===== src/rtl/flex_pts_serializer_if.sv =====
// Load handshake and serial-side status bundle for flex_pts_serializer.
interface flex_pts_serializer_if #(
   parameter int NUM_BITS = 8
);
   logic                load_valid;
   logic                load_ready;
   logic [NUM_BITS-1:0] parallel_in;
   logic                abort;
   logic                serial_out;
   logic                busy;
   logic                done;

   modport master (
      output load_valid, parallel_in, abort,
      input  load_ready, serial_out, busy, done
   );

   modport slave (
      input  load_valid, parallel_in, abort,
      output load_ready, serial_out, busy, done
   );
endinterface


===== src/rtl/flex_pts_serializer.sv =====
// Parallel-to-serial shifter with valid/ready load, programmable bit period,
// selectable shift order, zero-gap reload and synchronous abort.
//
//   state | meaning
//   ------+-------------------------------------------------------------
//   IDLE  | serial_out parked at IDLE_VAL, ready for a word
//   SHIFT | a word is on the wire; shreg head is the bit being driven
module flex_pts_serializer #(
   parameter int   NUM_BITS   = 8,
   parameter int   SHIFT_MSB  = 1,
   parameter int   BIT_PERIOD = 1,
   parameter logic IDLE_VAL   = 1'b1
) (
   input logic clk,
   input logic n_rst,
   flex_pts_serializer_if.slave bus
);

   localparam int BW = $clog2(NUM_BITS);
   localparam int PW = (BIT_PERIOD > 1) ? $clog2(BIT_PERIOD) : 1;
   localparam logic [BW-1:0] BIT_MAX = BW'(NUM_BITS - 1);
   localparam logic [PW-1:0] PER_MAX = PW'(BIT_PERIOD - 1);

   typedef enum logic {IDLE, SHIFT} state_t;

   state_t              state_q, state_d;
   logic [NUM_BITS-1:0] shreg_q, shreg_d;
   logic [BW-1:0]       bit_cnt_q, bit_cnt_d;
   logic [PW-1:0]       per_cnt_q, per_cnt_d;
   logic                serial_out_q, serial_out_d;
   logic                busy_q, busy_d;
   logic                done_q, done_d;

   logic                per_wrap;
   logic                last_cycle;
   logic                load_ready;
   logic                accept;
   logic [NUM_BITS-1:0] shreg_next;

   // The head is the bit currently on the wire; the shift drops it and
   // pulls the next one into the head position.
   function automatic logic head(input logic [NUM_BITS-1:0] v);
      return (SHIFT_MSB != 0) ? v[NUM_BITS-1] : v[0];
   endfunction

   // Handshake decode and next-state computation
   always_comb begin
      per_wrap   = (per_cnt_q == PER_MAX);
      last_cycle = (state_q == SHIFT) && per_wrap && (bit_cnt_q == BIT_MAX);
      load_ready = !bus.abort && ((state_q == IDLE) || last_cycle);
      accept     = bus.load_valid && load_ready;
      shreg_next = (SHIFT_MSB != 0) ? {shreg_q[NUM_BITS-2:0], IDLE_VAL}
                                    : {IDLE_VAL, shreg_q[NUM_BITS-1:1]};

      state_d      = state_q;
      shreg_d      = shreg_q;
      bit_cnt_d    = bit_cnt_q;
      per_cnt_d    = per_cnt_q;
      serial_out_d = serial_out_q;
      busy_d       = busy_q;
      done_d       = 1'b0;

      if ((state_q == SHIFT) && bus.abort) begin
         state_d      = IDLE;
         shreg_d      = '1;
         bit_cnt_d    = '0;
         per_cnt_d    = '0;
         serial_out_d = IDLE_VAL;
         busy_d       = 1'b0;
      end else if (accept) begin
         // A reload in the last cycle still completes the previous word.
         state_d      = SHIFT;
         shreg_d      = bus.parallel_in;
         bit_cnt_d    = '0;
         per_cnt_d    = '0;
         serial_out_d = head(bus.parallel_in);
         busy_d       = 1'b1;
         done_d       = (state_q == SHIFT);
      end else if (state_q == SHIFT) begin
         if (per_wrap) begin
            per_cnt_d = '0;
            if (bit_cnt_q == BIT_MAX) begin
               state_d      = IDLE;
               shreg_d      = '1;
               bit_cnt_d    = '0;
               serial_out_d = IDLE_VAL;
               busy_d       = 1'b0;
               done_d       = 1'b1;
            end else begin
               bit_cnt_d    = bit_cnt_q + BW'(1);
               shreg_d      = shreg_next;
               serial_out_d = head(shreg_next);
            end
         end else begin
            per_cnt_d = per_cnt_q + PW'(1);
         end
      end
   end

   // State and registered outputs
   always_ff @(posedge clk or negedge n_rst) begin
      if (!n_rst) begin
         state_q      <= IDLE;
         shreg_q      <= '1;
         bit_cnt_q    <= '0;
         per_cnt_q    <= '0;
         serial_out_q <= IDLE_VAL;
         busy_q       <= 1'b0;
         done_q       <= 1'b0;
      end else begin
         state_q      <= state_d;
         shreg_q      <= shreg_d;
         bit_cnt_q    <= bit_cnt_d;
         per_cnt_q    <= per_cnt_d;
         serial_out_q <= serial_out_d;
         busy_q       <= busy_d;
         done_q       <= done_d;
      end
   end

   assign bus.load_ready = load_ready;
   assign bus.serial_out = serial_out_q;
   assign bus.busy       = busy_q;
   assign bus.done       = done_q;

endmodule


===== src/flat_wrapper.sv =====
// flat-port wrapper written by rule: the top's interface ports become plain ports
module flex_pts_serializer_flat 
#(
   parameter int   NUM_BITS   = 8,
   parameter int   SHIFT_MSB  = 1,
   parameter int   BIT_PERIOD = 1,
   parameter logic IDLE_VAL   = 1'b1
)
  (clk, n_rst, bus_load_valid, bus_parallel_in, bus_abort, bus_load_ready, bus_serial_out, bus_busy, bus_done);
  flex_pts_serializer_if #(.NUM_BITS(NUM_BITS)) bus_i ();
  input logic clk;
  input logic n_rst;
  input wire logic [$bits(bus_i.load_valid)-1:0] bus_load_valid;
  input wire logic [$bits(bus_i.parallel_in)-1:0] bus_parallel_in;
  input wire logic [$bits(bus_i.abort)-1:0] bus_abort;
  output wire logic [$bits(bus_i.load_ready)-1:0] bus_load_ready;
  output wire logic [$bits(bus_i.serial_out)-1:0] bus_serial_out;
  output wire logic [$bits(bus_i.busy)-1:0] bus_busy;
  output wire logic [$bits(bus_i.done)-1:0] bus_done;
  assign bus_i.load_valid = bus_load_valid;
  assign bus_i.parallel_in = bus_parallel_in;
  assign bus_i.abort = bus_abort;
  assign bus_load_ready = bus_i.load_ready;
  assign bus_serial_out = bus_i.serial_out;
  assign bus_busy = bus_i.busy;
  assign bus_done = bus_i.done;
  flex_pts_serializer #(.NUM_BITS(NUM_BITS), .SHIFT_MSB(SHIFT_MSB), .BIT_PERIOD(BIT_PERIOD), .IDLE_VAL(IDLE_VAL)) u_core (.clk(clk), .n_rst(n_rst), .bus(bus_i));
endmodule

===== config.mk =====
export PLATFORM = sky130hd
export DESIGN_NAME = flex_pts_serializer_flat
export DESIGN_NICKNAME = d
export VERILOG_FILES = /design/src/rtl/flex_pts_serializer_if.sv /design/src/rtl/flex_pts_serializer.sv /design/src/flat_wrapper.sv
export SDC_FILE = /design/constraint.sdc
export NUM_CORES = 1
export LEC_CHECK = 0
export CAP_MARGIN = 20
export CORE_UTILIZATION = 42
export DETAILED_ROUTE_END_ITERATION = 10
export GPL_ROUTABILITY_DRIVEN = 0
export GPL_TIMING_DRIVEN = 0
export PLACE_DENSITY = 0.76
export SLEW_MARGIN = 10
export SYNTH_ARGS = -nofsm -noshare
export SYNTH_HDL_FRONTEND = slang
export SYNTH_SLANG_ARGS = --single-unit

===== constraint.sdc =====
create_clock -name clk -period 1.5 [get_ports clk]
set_input_delay 0.15 -clock clk [delete_from_list [all_inputs] [get_ports clk]]
set_output_delay 0.15 -clock clk [all_outputs]
set_load 0.03 [all_outputs]

=== Yosys cells after proc, flatten, opt, wreduce, memory -nomap -nowiden ===
Cells that the tools add are included.

* Bits in registers: 15
* Input port bits: 12
* Output and inout port bits: 4
* Word-level logic and storage cells: 58

* Add/subtract/negate cells: 2
* Equal/unequal tests: 2
* Muxes and demuxes: 34
* Bitwise gates (word level): 2
* Reductions and logical operators: 11

{| class="wikitable"
|+ Operators by type and width
! kind !! number
|-
| $mux W7 || 5
|-
| $mux W1 || 24
|-
| $mux W3 || 5
|-
| $reduce_bool A3 Y1 || 2
|-
| $logic_and A1 B1 Y1 || 5
|-
| $add A3 B1 Y3 const B || 1
|-
| $eq A3 B3 Y1 const B || 1
|-
| $ne A3 B3 Y1 const B || 1
|-
| $reduce_and A3 Y1 || 1
|-
| $not A1 Y1 || 2
|-
| $reduce_and A2 Y1 || 1
|-
| $add A1 B1 Y1 const B || 1
|-
| $logic_not A1 Y1 || 1
|-
| $logic_or A1 B1 Y1 || 1
|}

=== Logic depth before layout (Yosys ltp) ===
* Depth in word-level cells: 8
* Mapped depth: 5
* Gate-level depth less buffers: 5

=== Worst setup path before layout ===
No wires, ideal clock.

* Path kind: register to register
* From: register u_core.bit_cnt_q[0]
* To: register u_core.shreg_q[1]
* Setup time: 80 ps
* Arrival time: 1388 ps
* Required time: 1420 ps
* Slack: 32 ps
* Cell stages (with the launch flop): 6
* Buffers on the path: 0
* Period minus slack after synthesis: 1468 ps
* Cells stage by stage: dfrtp_1 > ha_1 > ha_1 > nor2b_2 > nand2b_1 > o221a_2

* Cells in the longest elaborated chain, start to end: 7
* Elaborated cells between the ends (all ways): 13
* Classes of those cells: eq/ne: 2; mux: 5; reduce/logical: 6

{| class="wikitable"
|+ Ends and longest elaborated chain
! item !! RTL line !! text
|-
| start, declared || flex_pts_serializer.sv:28 || <nowiki>logic [BW-1:0] bit_cnt_q, bit_cnt_d;</nowiki>
|-
| start signal, assigned || flex_pts_serializer.sv:113 || <nowiki>bit_cnt_q <= bit_cnt_d;</nowiki>
|-
| $eq A3 B3 Y1 * || flex_pts_serializer.sv:49, flex_pts_serializer.sv:82 ||
|-
| $logic_and A1 B1 Y1 || flex_pts_serializer.sv:49 || <nowiki>last_cycle = (state_q == SHIFT) && per_wrap && (bit_cnt_q == BIT_MAX);</nowiki>
|-
| $logic_or A1 B1 Y1 || flex_pts_serializer.sv:50 || <nowiki>load_ready = !bus.abort && ((state_q == IDLE) || last_cycle);</nowiki>
|-
| $logic_and A1 B1 Y1 || flex_pts_serializer.sv:50 ||
|-
| $logic_and A1 B1 Y1 || flex_pts_serializer.sv:51 || <nowiki>accept = bus.load_valid && load_ready;</nowiki>
|-
| $ne A3 B3 Y1 (no source line), or another cell as far along || - ||
|-
| $reduce_and A2 Y1 (no source line) / $mux W7 (equally long branches) || - ||
|-
| end signal, assigned || flex_pts_serializer.sv:112 || <nowiki>shreg_q <= shreg_d;</nowiki>
|-
| end, declared || flex_pts_serializer.sv:27 || <nowiki>logic [NUM_BITS-1:0] shreg_q, shreg_d;</nowiki>
|}

Mark *: on every way between the ends. The rest lies on a longest branch, timed or not. The select of a mux whose other input is x is not followed.
A chain may end at the register's enable or synchronous reset.

=== Final worst setup path ===
Ends and elaborated chain as after synthesis.

==> impl_metrics.json <==
{
  "num_rows": 14,
  "ir_worst_vdd_v": 0.000387,
  "ys_async_sr_fraction_pct": 100,
  "synth_nets": 71,
  "placed_area_sq_um": 842,
  "grt_pass1_wl_mm": 2.37,
  "crit_type": "flop to flop",
  "crit_arrival_ps": 1820,
  "post-route-drc-count": 0,
  "cts.root.buffer_cell": "clkbuf_4",
  "max_freq_mhz": 622,
  "r2r_setup_slack_ps": -110,
  "dp_hpwl_um": 923,
  "drv_slew": 0,
  "final-setup-viol-count": 8,
  "drive_gt1_share_pct": 37.5,
  "whs_ps": 244,
  "die-height_um": 42.0,
  "cts.sinks": 14,
  "synth.largest_area_cell": "dfstp_2",
  "synth.most_common_cell": "dfstp_2",
  "grt_pass1_vias": 525,
  "outcome": "finished with violations",
  "die-area_sq_um": 1760,
  "avgRoutedWirePerCell_um": 15.8,
  "drtIter0Drc": 12,
  "critPathLaunchType": "flop",
  "fp.dieW_um": 42.0,
  "grt_remaining_overflow": 0,
  "stdcell_area_sq_um": 1000,
  "max-cap-violations": 0,
  "start_util_pct": 44.6,
  "clk_pin_slew_worst_paths_ps": 90,
  "cts_tree": "done",
  "first_pass_iters": 4,
  "p_seq_share_pct": 50.9,
  "vias": 546,
  "yosysSeqAreaShare_pct": 53.6,
  "final_antenna_net_count": 0,
  "insertion_delay_ps": 280,
  "h-tree-depth": 1,
  "synth_edf_count": 0,
  "p_per_area_nw_per_um2": 914,
  "avgViaCountPerCell": 5.69,
  "tightest_slew_ps": 608,
  "ys.flop_type": "dfstp_2",
  "synth_cell_type_count": 24,
  "grt_use_total_pct": 18.1,
  "relSlewSlack_pct": 59.4,
  "synthTopCellsByArea": "dfstp_2, dfrtp_1, o221a_2, or3_1, nor2_1",
  "io_pins": 16,
  "synth_cells": 57,
  "switching_share_pct": 26.9,
  "synth_area_sq_um": 672,
  "cts_buffers": 3,
  "intPower_mw": 0.670,
  "antenna_found_initial": 0,
  "clkPwrFrac_pct": 24.6,
  "coreArea_sq_um": 1510,
  "wl_mm": 1.51,
  "min_path_type": "input port to asynchronous set/reset pin",
  "cp-end-kind": "flop",
  "reg2reg_from": "u_core.bit_cnt_q[0]$_DFFE_PN0P_",
  "worstRegToRegCells": 7,
  "fillers": 104,
  "syn_area_per_cell_sq_um": 11.8,
  "final_hold_viol_count": 0,
  "crit_path_max_fanout": 7,
  "skew_ps": 5.08,
  "yosysWarningCount": 0,
  "pwr-share-comb_pct": 24.5,
  "synth_top_area_share_pct": 31.3,
  "diodes": 0,
  "timing.final.crit_share_pct": 107,
  "ys_top_cells_by_count": "dfstp_2, nor2_1, o221a_2, or3_1, dfrtp_1",
  "nets": 95,
  "synth-seq-cells": 14,
  "cts_buffer_depth": 2,
  "worst_slack_ps": -108,
  "rsz0062_at_grt": "yes",
  "power_switching_mw": 0.246,
  "area_growth_pct": 49.2,
  "portBuffers": 15,
  "crit_start": "u_core.bit_cnt_q[0]$_DFFE_PN0P_",
  "violations": "setup timing",
  "grt_max_degree": 15,
  "cts.hold.buffers_added": 0,
  "r2r-end": "u_core.shreg_q[1]$_DFFE_PN1P_",
  "min_period_ps": 1610,
  "cp.required_ps": 1710,
  "leakagePower_nw": 0.398
}
critical path: stages (launching register included):
cell,delay [ps]
dfrtp_1,370
ha_2,200
ha_4,160
nor2b_4,50
buf_12,120
buf_6,100
or2b_4,300
o221a_4,230
area by class of cell:
type | count | area [sq um] | share of cell area, %
timing repair buffer | 19 | 195 | 19.5
sequential | 14 | 360 | 36.0
buffer | 2 | 15.0 | 1.50
inverter | 1 | 3.75 | 0.375
multi-input combinational | 40 | 382 | 38.1
clock buffer | 4 | 26.3 | 2.62
tap | 16 | 20.0 | 2.00
power groups by stage:
stage / clock network (mW) / registers [mW] / logic, mW
2_1_floorplan: 0 / 0.474 / 0.0866
3_3_place_gp: 0 / 0.464 / 0.170
3_5_place_dp: 0 / 0.466 / 0.173
4_1_cts: 0.222 / 0.459 / 0.182
5_1_grt: 0.241 / 0.473 / 0.241
6_report: 0.225 / 0.466 / 0.225
cells by family after synthesis:
group	share of synthesized area, %
buffers and inverters	2.79
adders and majority gates	3.72
and+or+nand+nor	21.4
DFF	53.6
AOI/OAI and AO/OA	18.4
layer usage:
layer / global-route usage, % / wire length [um] / vias to the layer above
met3: 4.31 / 78 / 5
met4: 7.74 / 25 / 0
met5: 0 / 0 / -
met1: 24.1 / 660 / 261
li1: - / - / 260
met2: 28.1 / 746 / 20
state kept, by name, summed over array words and instances, names as in the netlist:
signal / cells
u_core.shreg_q: 7
u_core.bit_cnt_q: 3
u_core.bus.busy: 1
u_core.bus.done: 1
u_core.bus.serial_out: 1
u_core.state_q: 1
worst max path at each step:
stage	end	cells after the start
floorplan	u_core.shreg_q[1]$_DFFE_PN1P_	5
finish	u_core.shreg_q[1]$_DFFE_PN1P_	7
global route	u_core.shreg_q[1]$_DFFE_PN1P_	7
global placement	bus_load_ready	5
CTS	bus_load_ready	5
detailed placement	bus_load_ready	5
what timing repair did:
| action | CTS | global route |
|---|---|---|
| pin swaps | 0 | 8 |
| gates resized for setup | 12 | 10 |
| setup endpoints to repair | 9 | 9 |
| buffers inserted | 2 | 2 |
through the flow:
| stage | utilization [%] | setup slack, ps | setup TNS, ps | power [mW] | instances |
|---|---|---|---|---|---|
| floorplan | - | 31.8 | 0 | 0.561 | 57 |
| global placement | 55.9 | -336 | -1290 | 0.634 | 88 |
| detailed placement | 55.9 | -342 | -1310 | 0.638 | 88 |
| CTS | 59.9 | -85.5 | -85.5 | 0.862 | 94 |
| global route | 66.5 | -160 | -1210 | 0.955 | 96 |
| finish | 66.5 | -108 | -796 | 0.916 | 96 |
layout by cell type, fill, tap and decap left out, drive strengths merged:
cell / n
a211oi: 1
a21boi: 1
a22o: 1
a32o: 1
and2: 1
and2b: 1
buf: 6
clkbuf: 5
clkdlybuf4s50: 12
dfrtp: 6
dfstp: 8
dlygate4sd2: 1
dlymetal6s2s: 1
ha: 2
inv: 1
nand2: 2
nand2b: 1
nand3: 1
nor2: 7
nor2b: 2
nor3: 1
o21ai: 1
o221a: 7
o22ai: 1
or2b: 2
or3: 7
Power figures use the tool's default switching activity.
